[config.mk]
export PLATFORM = sky130hd
export DESIGN_NAME = mmio_debounce_bank
export DESIGN_NICKNAME = d
export VERILOG_FILES = /design/src/rtl/sccomp_io_pkg.sv /design/src/rtl/debounce_ch.sv /design/src/rtl/mmio_debounce_bank.sv
export SDC_FILE = /design/constraint.sdc
export NUM_CORES = 1
export LEC_CHECK = 0
export ABC_AREA = 1
export CORE_ASPECT_RATIO = 1.4
export CORE_MARGIN = 3
export CORE_UTILIZATION = 50
export DETAILED_ROUTE_END_ITERATION = 12
export PLACE_DENSITY = 0.71
export SKIP_LAST_GASP = 1
export SLEW_MARGIN = 10
export SYNTH_ARGS = -nofsm -noshare
export SYNTH_HDL_FRONTEND = slang
export SYNTH_SLANG_ARGS = --single-unit
[constraint.sdc]
create_clock -name clk -period 2.72 [get_ports clk]
set_clock_uncertainty 0.1 [all_clocks]
set_input_delay 0.272 -clock clk [delete_from_list [all_inputs] [get_ports clk]]
set_output_delay 0.272 -clock clk [all_outputs]
set_load 0.02 [all_outputs]
[src/rtl/sccomp_io_pkg.sv]
// Shared definitions for the sccomp memory-mapped I/O peripherals:
// register offsets, peripheral base addresses and sizing helpers.
package sccomp_io_pkg;

  localparam logic [1:0] LEVEL_OFS = 2'd0;
  localparam logic [1:0] RISE_OFS  = 2'd1;
  localparam logic [1:0] FALL_OFS  = 2'd2;
  localparam logic [1:0] MASK_OFS  = 2'd3;

  localparam logic [31:0] LED_BASE = 32'hFFFF_0000;
  localparam logic [31:0] SW_BASE  = 32'hFFFF_0004;

  // Bits needed to count 0..max_count-1, never less than one.
  function automatic int cnt_width(input int max_count);
    if (max_count > 1) begin
      return $clog2(max_count);
    end else begin
      return 1;
    end
  endfunction

endpackage

[src/rtl/debounce_ch.sv]
// One debounced input: synchroniser chain, tick-qualified stability
// counter and accepted-level flop, with single-cycle edge pulses.
module debounce_ch
  import sccomp_io_pkg::*;
#(
  parameter int SYNC_STAGES  = 2,
  parameter int STABLE_TICKS = 16
) (
  input  logic clk,
  input  logic rstn_i,
  input  logic tick_i,
  input  logic raw_i,
  output logic level_o,
  output logic rise_o,
  output logic fall_o
);

  localparam int            CW       = cnt_width(STABLE_TICKS);
  localparam logic [CW-1:0] CNT_LAST = CW'(STABLE_TICKS - 1);

  logic [SYNC_STAGES-1:0] sync_r;
  logic [CW-1:0]          cnt_r;
  logic                   level_r;
  logic                   sync_s;
  logic                   accept_s;

  assign sync_s = sync_r[SYNC_STAGES-1];

  // Metastability chain for the asynchronous raw input.
  always_ff @(posedge clk or negedge rstn_i) begin
    if (!rstn_i) begin
      sync_r <= {SYNC_STAGES{1'b0}};
    end else begin
      sync_r <= {sync_r[SYNC_STAGES-2:0], raw_i};
    end
  end

  // Acceptance happens on the tick that would otherwise push cnt past its last value.
  always_comb begin
    accept_s = 1'b0;
    if ((sync_s != level_r) && tick_i && (cnt_r == CNT_LAST)) begin
      accept_s = 1'b1;
    end else begin
      accept_s = 1'b0;
    end
  end

  // Stability counter and accepted level; any agreement with level restarts qualification.
  always_ff @(posedge clk or negedge rstn_i) begin
    if (!rstn_i) begin
      cnt_r   <= {CW{1'b0}};
      level_r <= 1'b0;
    end else if (sync_s == level_r) begin
      cnt_r   <= {CW{1'b0}};
    end else if (accept_s) begin
      cnt_r   <= {CW{1'b0}};
      level_r <= sync_s;
    end else if (tick_i) begin
      cnt_r   <= cnt_r + {{(CW-1){1'b0}}, 1'b1};
    end else begin
      cnt_r   <= cnt_r;
    end
  end

  assign level_o = level_r;
  assign rise_o  = accept_s & sync_s;
  assign fall_o  = accept_s & ~sync_s;

endmodule

[src/rtl/mmio_debounce_bank.sv]
// Memory-mapped bank of debounced inputs with sticky rise/fall flags,
// W1C clearing, an interrupt mask and a registered interrupt.
module mmio_debounce_bank
  import sccomp_io_pkg::*;
#(
  parameter int N_CH         = 16,
  parameter int SYNC_STAGES  = 2,
  parameter int TICK_DIV     = 50000,
  parameter int STABLE_TICKS = 16
) (
  input  logic            clk,
  input  logic            rstn_i,
  input  logic [N_CH-1:0] raw_i,
  input  logic            sel_i,
  input  logic            we_i,
  input  logic [1:0]      addr_i,
  input  logic [31:0]     wdata_i,
  output logic [31:0]     rdata_o,
  output logic [N_CH-1:0] level_o,
  output logic            irq_o
);

  localparam int            PW       = cnt_width(TICK_DIV);
  localparam logic [PW-1:0] PRE_LAST = PW'(TICK_DIV - 1);

  logic [PW-1:0]   pre_r;
  logic            tick_s;
  logic [N_CH-1:0] level_s;
  logic [N_CH-1:0] rise_s;
  logic [N_CH-1:0] fall_s;
  logic [N_CH-1:0] rise_r;
  logic [N_CH-1:0] fall_r;
  logic [N_CH-1:0] mask_r;
  logic [N_CH-1:0] rise_clr_s;
  logic [N_CH-1:0] fall_clr_s;
  logic            mask_we_s;
  logic            irq_r;
  logic [31:0]     rdata_s;
  logic            unused_s;

  assign tick_s   = (pre_r == PRE_LAST);
  assign unused_s = ^wdata_i;

  // Shared sample-tick prescaler.
  always_ff @(posedge clk or negedge rstn_i) begin
    if (!rstn_i) begin
      pre_r <= {PW{1'b0}};
    end else if (tick_s) begin
      pre_r <= {PW{1'b0}};
    end else begin
      pre_r <= pre_r + {{(PW-1){1'b0}}, 1'b1};
    end
  end

  for (genvar g = 0; g < N_CH; g++) begin : g_ch
    debounce_ch #(
      .SYNC_STAGES (SYNC_STAGES),
      .STABLE_TICKS(STABLE_TICKS)
    ) u_ch (
      .clk    (clk),
      .rstn_i (rstn_i),
      .tick_i (tick_s),
      .raw_i  (raw_i[g]),
      .level_o(level_s[g]),
      .rise_o (rise_s[g]),
      .fall_o (fall_s[g])
    );
  end

  // Bus write decode; LEVEL writes and unselected cycles fall through to no-op.
  always_comb begin
    rise_clr_s = {N_CH{1'b0}};
    fall_clr_s = {N_CH{1'b0}};
    mask_we_s  = 1'b0;
    if (sel_i && we_i) begin
      case (addr_i)
        RISE_OFS: rise_clr_s = wdata_i[N_CH-1:0];
        FALL_OFS: fall_clr_s = wdata_i[N_CH-1:0];
        MASK_OFS: mask_we_s  = 1'b1;
        default:  mask_we_s  = 1'b0;
      endcase
    end else begin
      mask_we_s = 1'b0;
    end
  end

  // Sticky edge flags; a new edge outranks a same-cycle clear.
  always_ff @(posedge clk or negedge rstn_i) begin
    if (!rstn_i) begin
      rise_r <= {N_CH{1'b0}};
      fall_r <= {N_CH{1'b0}};
    end else begin
      rise_r <= (rise_r & ~rise_clr_s) | rise_s;
      fall_r <= (fall_r & ~fall_clr_s) | fall_s;
    end
  end

  // Interrupt enable register.
  always_ff @(posedge clk or negedge rstn_i) begin
    if (!rstn_i) begin
      mask_r <= {N_CH{1'b0}};
    end else if (mask_we_s) begin
      mask_r <= wdata_i[N_CH-1:0];
    end else begin
      mask_r <= mask_r;
    end
  end

  // Registered interrupt from masked pending flags.
  always_ff @(posedge clk or negedge rstn_i) begin
    if (!rstn_i) begin
      irq_r <= 1'b0;
    end else begin
      irq_r <= |((rise_r | fall_r) & mask_r);
    end
  end

  // Zero-latency read mux; unused upper bits read as zero.
  always_comb begin
    rdata_s = 32'h0000_0000;
    case (addr_i)
      LEVEL_OFS: rdata_s = 32'(level_s);
      RISE_OFS:  rdata_s = 32'(rise_r);
      FALL_OFS:  rdata_s = 32'(fall_r);
      MASK_OFS:  rdata_s = 32'(mask_r);
      default:   rdata_s = 32'h0000_0000;
    endcase
  end

  assign rdata_o = rdata_s;
  assign level_o = level_s;
  assign irq_o   = irq_r;

endmodule
==> metrics.csv, run 1 <==
metric,value,unit
Synth Register Bits,177,
worst-path cell chain,clkdlybuf4s50_1 > nor2_1 > buf_4 > nand2_1 > o2111ai_1 > clkdlybuf4s50_1,
Final Hold Viols,0,
Yosys cell types,26,
Worst path slowest cell,clkdlybuf4s50_1,
total wire length,19940,µm
Fillers,1545,
Leak,5.313,nW
Final #Nets,1235,
Vias,7214,
met1 Resource Use GR,26.16,%
initial core utilization,51.37,%
Layout Cells excl Fill,1411,
period utilization,90.15,%
Post-DP HPWL,14000,µm
# diodes,0,
Tot Pwr,0.006020,W
number of synthesized flops with an enable pin,0,
I/O Buffers,70,
Die X,119.2,µm
RSZ-0062 raised after global routing,no,
Synth async-reset ratio,100.0,%
slowest cell delay on critical path,0.66,ns
Clock Pin Slew Worst Setup and Hold Paths,0.06,ns
Die ar.,0.01962,mm²
Synth Instances,1091,
final antenna-violating net count,0,
Num CTS Buffers,17,
status,completed,
synthesized area per cell,8.227,µm²
I/O pins,103,
Max-slew headroom,51.88,%
WP data arrival,2.08,ns
Placed Cells,1380,
DRC,0,
final setup vio count,0,
Hold WC Path Type,in2reg,
CP Capture Type,output port,
total negative slack,0,ns
vias in the first global route,7071,
worst setup path class,in2out,
Worst Tran Pin Value,0.7200,ns
share of cells above drive strength 1,7.064,%
Layout area overhead,16.84,%
CTS tree,done,
clk buf depth,2,
largest net degree at the start of global routing,66,
first-pass iteration count of the detailed router,4,
VDD IR max,0.4075,mV
most frequent cell on the critical path,clkdlybuf4s50_1,
register area share after synthesis,49.34,%
Critical Path RT,2.35,ns
worst-path maximum fanout,16,
H-tree depth,4,
antenna violations before repair,0,
"Clk Latency, worst-skew pair",0.42,ns
met3 Resource Use GR,3.768,%
Final Max Tran Viols,0,
fmax,0.4078,GHz
yosys warns,0,
startpoint types,input pin,
Top Usage Layer GRT,met2,
GPL Wtd Cong,0.8819,
Cell Pwr Density,574.0,mW/mm²
top_reg_cell synth,dfrtp_1,
gr ovfl total,0,
Placed Area,0.009883,mm²
Routed WL per cell,14.13,µm
root buffer cell,clkbuf_16,
first-pass GRT wire length,33490,µm
post-layout util,60.02,%
Period minus WS final,2.452,ns
drt first-iter violations,462,
Vias/cell,5.113,
Max-Cap Viols,0,
FP Rows,57,
CORE AREA,0.01747,mm²
GRT met2 Usage,37.72,%
die height,164.5,µm
Synth Cell Area,0.008976,mm²
CTS Sinks,177,
final instance area,0.01049,mm²
# resized after CTS,0,
Global Route Usage Sum,21.46,%
[power by group]
part | total [W] | switching, W | internal, W
clock | 0.00249 | 0.000999 | 0.00149
combinational | 0.000635 | 0.000389 | 0.000246
sequential | 0.00290 | 0.000103 | 0.00279
total | 0.00602 | 0.00149 | 0.00453
[Yosys cell counts, types with 13 or more instances]
library cell | n | share of area (%)
nand2_1 | 359 | 15
dfrtp_1 | 177 | 49
inv_1 | 135 | 5.6
o21ai_0 | 76 | 4.2
nor2_1 | 70 | 2.9
nand4_1 | 58 | 4.0
nand3_1 | 45 | 2.5
xor2_1 | 39 | 3.8
buf_4 | 38 | 3.2
ha_1 | 17 | 2.4
o2111ai_1 | 14 | 1.4
nor2_4 | 13 | 1.6
[state kept, by name (all words and copies together), names as in the netlist]
name and flops:
pre_r 16, g_ch.u_ch.level_o 16, fall_r 16, rise_r 16
g_ch.u_ch.sync_r 32, g_ch.u_ch.cnt_r 64, irq_o 1, mask_r 16
[metrics by stage]
step	hold WS (ns)	setup WS, ns
global route	0.1671	0.1722
global placement	0.2191	0.2788
detailed placement	0.2147	0.2680
finish	0.1795	0.2680
CTS	0.1610	0.2626
floorplan	-0.1236	1.108
[cells by family (layout without fill, tap and decap cells)]
| logic type | after synthesis | count (layout) | synth area share (%) |
|---|---|---|---|
| xor gates and xnor gates | 39 | 39 | 3.805 |
| buffers and inverters | 188 | 257 | 9.841 |
| DFF | 177 | 177 | 49.34 |
| AOI/OAI and AO/OA | 96 | 96 | 5.966 |
| and+or+nand+nor | 573 | 573 | 28.63 |
| adders and majority gates | 17 | 17 | 2.370 |
| other | 1 | 16 | 0.04178 |
[layout by cell type, fill, tap and decap left out, drive strengths merged, types with 16 or more instances in the layout]
cell / n
nand4: 67
o21ai: 76
inv: 137
xor2: 39
dfrtp: 177
clkbuf: 22
ha: 17
buf: 20
nor2: 91
nand3: 46
clkdlybuf4s50: 69
nand2: 361
conb: 16
[cell type report]
cell class	instances	area (µm²)	share of cell area, %
inverter	137	514.2	4.903
multi-input combinational	741	3725	35.52
clock buffer	22	464.2	4.426
tap	236	295.3	2.816
sequential	177	4429	42.23
clock inverter	8	130.1	1.241
timing repair buffer	90	929.6	8.864
[final timing paths]
path	startpoint	to	slack, ns	depth (start not counted)
max	addr_i[1]	rdata_o[0]	0.27	6
min	raw_i[15]	g_ch[15].u_ch.sync_r[0]	0.18	1
max reg2reg	pre_r[0]	g_ch[11].u_ch.cnt_r[3]	0.61	9
min reg2reg	g_ch[7].u_ch.sync_r[0]	g_ch[7].u_ch.sync_r[1]	0.25	0
max in group asynchronous	rstn_i	fall_r[3]	1.41	3
min in group asynchronous	rstn_i	g_ch[0].u_ch.cnt_r[1]	0.31	2
[layer usage]
metal	up-vias	wire [µm]
met4	0	501
met2	157	10070
met1	3435	8509
met5	-	0
li1	3586	-
met3	36	863
[critical path: cells and delay by family]
family                 cells  cell delay [ns]
and+or+nand+nor            2             0.24
AOI/OAI and AO/OA          1             0.16
buffers and inverters      3             1.40
[timing repair]
| action | in CTS | in global routing |
|---|---|---|
| hold buffers | 1 | 0 |
| buffers inserted | 0 | 0 |
| hold endpoints to repair | 61 | 0 |
(Power assumes the default switching activity.)
==> run 2: changes to the inputs <==
HOLD_SLACK_MARGIN = 0.12   (was not set)
PLACE_DENSITY = 0.75   (was 0.71)
clock period = 2.02 ns   (was 2.72 ns; I/O delays follow)
==> run 2 against run 1 <==
  * Register-to-register slack worse by 0.43 ns
  * Sequential power rose by 35%
  * Total power increased by 35%
  * Highest routed layer unchanged
  * Hold slack got worse by 0.051 ns
  * Non-clock buffer count up 27
  * Combinational power rose by 33%
  * Setup slack worse by 0.26 ns
  * Clock-buffer cell count grew 2
  * Cell count is 2.1% higher
==> metrics.csv, run 2 (synthesized netlist as in run 1, its figures left out) <==
metric,value,unit
Critical Path RT,1.72,ns
combinational power share,10.4,%
most frequent cells in the layout,"359 x nand2_1, 177 x dfrtp_1, 135 x inv_1, 76 x o21ai_0, 69 x nor2_1",
final antenna-violating net count,0,
die height,164.5,µm
hold path cells,1,
"leading cell type in the layout, fill and taps excluded",nand2_1,
Num CTS Buffers,17,
gr ovfl total,0,
final setup vio count,0,
first-pass iteration count of the detailed router,5,
Final #Nets,1262,
slowest cell delay on critical path,0.45,ns
CORE AREA,0.01747,mm²
WP data arrival,1.71,ns
I/O pins,103,
period utilization,99.52,%
drt first-iter violations,432,
Seq pwr share,48.2,%
vias in the first global route,7379,
CTS Sinks,177,
number of flip-flops in the largest register,64,
Fillers,1488,
CTS tree,done,
Setup WS post-layout,0.009678,ns
Leak,5.464,nW
Routed WL per cell,14.40,µm
startpoint types,input pin,
clk buf depth,2,
Hold WC Path Type,in2reg,
fmax,0.4974,GHz
NetSw,0.002047,W
I/O Buffers,70,
worst-path cell chain,clkdlybuf4s50_1 > buf_4 > nand2_1 > clkinv_1 > buf_4 > nand2_1 > o2111ai_1 > clkdlybuf4s15_1,
"Most flops, register",g_ch.u_ch.cnt_r,
worst setup path class,in2out,
RSZ-0062 raised after global routing,yes,
CP Capture Type,output port,
Final Hold Viols,0,
FF-to-FF path depth,9,
# diodes,0,
DRC,0,
status,completed,
Die ar.,0.01962,mm²
Cell Pwr Density,759.2,mW/mm²
switch share,25.22,%
Die X,119.2,µm
Clock Pin Slew Worst Setup and Hold Paths,0.06,ns
H-tree depth,4,
Max-Cap Viols,0,
first-pass GRT wire length,34880,µm
FP Rows,57,
GPL Wtd Cong,0.8836,
"Clk Latency, worst-skew pair",0.43,ns
Layout area overhead,19.08,%
reg2reg start,pre_r[0],
CP startpoint,addr_i[1],
root buffer cell,clkbuf_16,
Place WS,-0.2746,ns
Tot Pwr,0.008115,W
worst-path maximum fanout,6,
biggest regs,"g_ch.u_ch.cnt_r: 64 flops, g_ch.u_ch.sync_r: 32 flops",
Final Max Tran Viols,0,
Period minus WS final,2.010,ns
antenna violations before repair,0,
initial core utilization,51.37,%
Vias/cell,5.162,
Post-DP HPWL,14710,µm
share of cells above drive strength 1,8.804,%
total wire length,20740,µm
Vias,7433,
VDD IR max,0.5909,mV
largest net degree at the start of global routing,50,
Worst path slowest cell,clkdlybuf4s50_1,
P_int,0.006069,W
Global Route Usage Sum,22.30,%
Hold Path Origin,raw_i[13],
Clk pwr share,41.4,%
==> run 2: cell types whose count changed in the layout (fill, tap and decap cells not counted), moves of 2 or more <==
cell,delta
buf_4,+13
dlygate4sd3_1,+14
clkbuf_8,+3
clkinv_2,+2
dlygate4sd2_1,+2
clkbuf_2,+8
clkdlybuf4s15_1,+6
clkdlybuf4s50_1,-16
==> run 2: critical path: cells and delay by family <==
kind,cells,cell delay [ns]
AND/OR/NAND/NOR,2,0.12
AO/OA/AOI/OAI,1,0.17
buffers and inverters,5,1.21
==> run 2: repair_timing <==
action | in CTS | in global routing
setup endpoints to repair | 16 | 14
gates resized for setup | 18 | 20
hold endpoints to repair | 191 | 0
buffers inserted | 0 | 0
hold buffers | 15 | 0
==> run 2: worst paths after layout <==
path                            slack, ns                 endpoint
worst max-delay path                 0.01              rdata_o[13]
worst min register to register       0.24  g_ch[14].u_ch.sync_r[1]
worst max register to register       0.18   g_ch[12].u_ch.cnt_r[3]
min in group asynchronous            0.18   g_ch[7].u_ch.sync_r[0]
max in group asynchronous            0.99   g_ch[0].u_ch.sync_r[0]
worst min-delay path                 0.13  g_ch[13].u_ch.sync_r[0]
==> run 2: through the flow <==
stage          instances  setup TNS, ns  hold WS [ns]  utilization [%]  area [µm²]
6_report            1440              0        0.1285            61.17       10690
3_3_place_gp        1393         -3.367       0.08661            57.11        9978
4_1_cts             1440       -0.02034        0.1205            61.32       10710
5_1_grt             1440       -0.05406        0.1228            61.17       10690
3_5_place_dp        1393         -3.549       0.09363            57.11        9978
2_1_floorplan       1106              0       -0.1936                -        9032
==> run 2: routing by layer <==
layer,up-vias,GRT usage (%),wire length [µm]
met5,-,0,0
met4,0,9.489,610
met3,49,3.803,826
met2,191,38.69,10290
met1,3546,27.53,9012
li1,3647,-,-
==> run 2: final cells by class <==
cell class	count	area [µm²]	area share (%)
Clock inverter	8	101.3	0.9481
Tap cell	236	295.3	2.762
Inverter	137	514.2	4.811
Timing Repair Buffer	117	1125	10.52
Clock buffer	24	501.7	4.694
Multi-Input combinational cell	741	3722	34.82
Sequential cell	177	4429	41.44
==> run 2: power by group through the flow <==
stage                     sequential (W)  clock (W)  combinational, W
after floorplan                  0.00392          0          0.000471
after global placement           0.00397          0          0.000851
after detailed placement         0.00397          0          0.000863
after CTS                        0.00391    0.00339          0.000854
after global routing             0.00393    0.00356          0.000943
final                            0.00391    0.00336          0.000847
==> run 3: changes to the inputs <==
CORE_MARGIN = 2   (was 3)
==> run 3 against run 2 <==
  * Maximum frequency is 0.16% higher
  * Core utilization is 1.3 points lower
  * Largest cell class unchanged
  * Register-to-register slack got worse by 0.05 ns
  * Critical path type unchanged
  * Critical endpoint is now rdata_o[5]
  * Flip-flop and latch count stayed put
  * Routed wire length about the same
  * Hold slack better by 0.087 ns
  * Via count is the same
  * Cell count increased by 0.21%
  * Sequential share of layout area is 0.17 points higher
  * Sequential power barely moved
  * Die area shrank 2.9%
==> metrics.csv, run 3 (synthesized netlist as in run 1, its figures left out) <==
metric,value,unit
drt first-iter violations,569,
I/O pins,103,
RSZ-0062 raised after global routing,yes,
GPL Wtd Cong,0.8926,
first-pass iteration count of the detailed router,8,
Tot Pwr,0.007944,W
CTS Sinks,177,
FF-to-FF path depth,8,
Max-slew headroom,63.85,%
final setup vio count,0,
Max-Cap Viols,0,
Die ar.,0.01906,mm²
biggest regs,"g_ch.u_ch.cnt_r: 64 flops, g_ch.u_ch.sync_r: 32 flops",
I/O Buffers,70,
Final Max Tran Viols,0,
Hold WC Path Type,in2async,
# diodes,0,
Leak,5.445,nW
Placed Cells,1396,
Cell Pwr Density,746.2,mW/mm²
Global Route Usage Sum,22.93,%
number of flip-flops in the largest register,64,
"leading cell type in the layout, fill and taps excluded",nand2_1,
H-tree depth,4,
Die X,117.2,µm
antenna violations before repair,0,
Critical Path RT,1.72,ns
Worst Tran Pin Value,0.5422,ns
WP data arrival,1.71,ns
period utilization,99.36,%
largest net degree at the start of global routing,57,
gr ovfl total,0,
Num CTS Buffers,17,
fmax,0.4983,GHz
worst-path maximum fanout,12,
FP Rows,58,
startpoint types,input pin,
total wire length,20760,µm
reg2reg start,pre_r[0],
die height,162.5,µm
Vias/cell,5.151,
Layout Cells excl Fill,1443,
Final #Nets,1263,
first-pass GRT wire length,33930,µm
status,completed,
CP Capture Type,output port,
Routed WL per cell,14.38,µm
"Clk Latency, worst-skew pair",0.43,ns
CORE AREA,0.01778,mm²
R2R Setup Slk,0.13,ns
Post-DP HPWL,14960,µm
RR Endpoint,g_ch[5].u_ch.level_o,
Vias,7433,
root buffer cell,clkbuf_16,
clk buf depth,2,
"Most flops, register",g_ch.u_ch.cnt_r,
Final Hold Viols,0,
final antenna-violating net count,0,
DRC,0,
most frequent cells in the layout,"359 x nand2_1, 177 x dfrtp_1, 135 x inv_1, 76 x o21ai_0, 69 x nor2_1",
CTS tree,done,
VDD IR max,0.5204,mV
Period minus WS final,2.007,ns
Layout area overhead,18.59,%
share of cells above drive strength 1,9.061,%
worst setup path class,in2out,
Clock Pin Slew Worst Setup and Hold Paths,0.06,ns
vias in the first global route,7169,
initial core utilization,50.49,%
==> run 3: changes by cell type in the layout (fill, tap and decap cells not counted), sizes merged <==
cell and change:
clkinv +2, clkdlybuf4s15 -5, dlygate4sd3 +2, buf -1, clkbuf +4, clkinvlp -1
dlygate4sd2 -2
==> run 3: repair_timing <==
action                                 in CTS  in global routing
resized for setup                          19                 28
hold buffers                               17                  0
setup endpoints to repair                  16                 16
endpoints found under the hold margin     176                  0
buffers inserted                            0                  0
==> run 3: layout make-up <==
type / instances / area, µm²
clock buffer: 21 / 450.4
tap: 240 / 300.3
clock inverter: 9 / 111.4
sequential: 177 / 4429
timing repair buffer: 118 / 1117
fill: 1532 / 7134
inverter: 137 / 514.2
multi-input combinational: 741 / 3722
==> run 3: worst max-delay path by stage <==
stage               startpoint                    end  slack [ns]
floorplan             pre_r[0]  g_ch[6].u_ch.cnt_r[0]        0.41
global placement     addr_i[1]             rdata_o[5]       -0.24
detailed placement   addr_i[1]             rdata_o[5]       -0.26
CTS                  addr_i[0]             rdata_o[5]       -0.02
global route         addr_i[0]             rdata_o[5]        -0.1
finish               addr_i[0]             rdata_o[5]        0.01
==> run 3: per-layer routing <==
| layer | GRT usage [%] | wire length, µm | vias to the layer above |
|---|---|---|---|
| met5 | 0 | 0 | - |
| met3 | 3.908 | 822 | 37 |
| li1 | - | - | 3647 |
| met1 | 29.53 | 9016 | 3572 |
| met2 | 38.32 | 10410 | 177 |
| met4 | 8.877 | 506 | 0 |
==> run 3: power breakdown <==
group          internal (W)  switching [W]  total, W
sequential          0.00376       0.000142   0.00390
combinational      0.000313       0.000533  0.000845
clock               0.00184        0.00135   0.00320
total               0.00591        0.00203   0.00794
==> run 3: stage by stage <==
stage | hold slack [ns] | setup slack, ns | setup TNS [ns] | cell area (µm²) | utilization [%]
final | 0.2152 | 0.01299 | 0 | 10650 | 59.87
after global routing | 0.2546 | -0.09581 | -0.09581 | 10650 | 59.87
after CTS | 0.2141 | -0.02174 | -0.02174 | 10700 | 60.20
after detailed placement | 0.1185 | -0.2620 | -3.043 | 9988 | 56.18
after global placement | 0.1214 | -0.2403 | -2.850 | 9988 | 56.18
after floorplan | -0.1936 | 0.4078 | 0 | 9032 | -
==> run 3: worst max-delay path, cell delays in order <==
cell and delay, ns:
clkdlybuf4s50_1 0.50, inv_1 0.08, nand2_1 0.07, clkinv_1 0.12
buf_12 0.18, nand2_1 0.07, o2111ai_1 0.16, clkdlybuf4s15_1 0.33
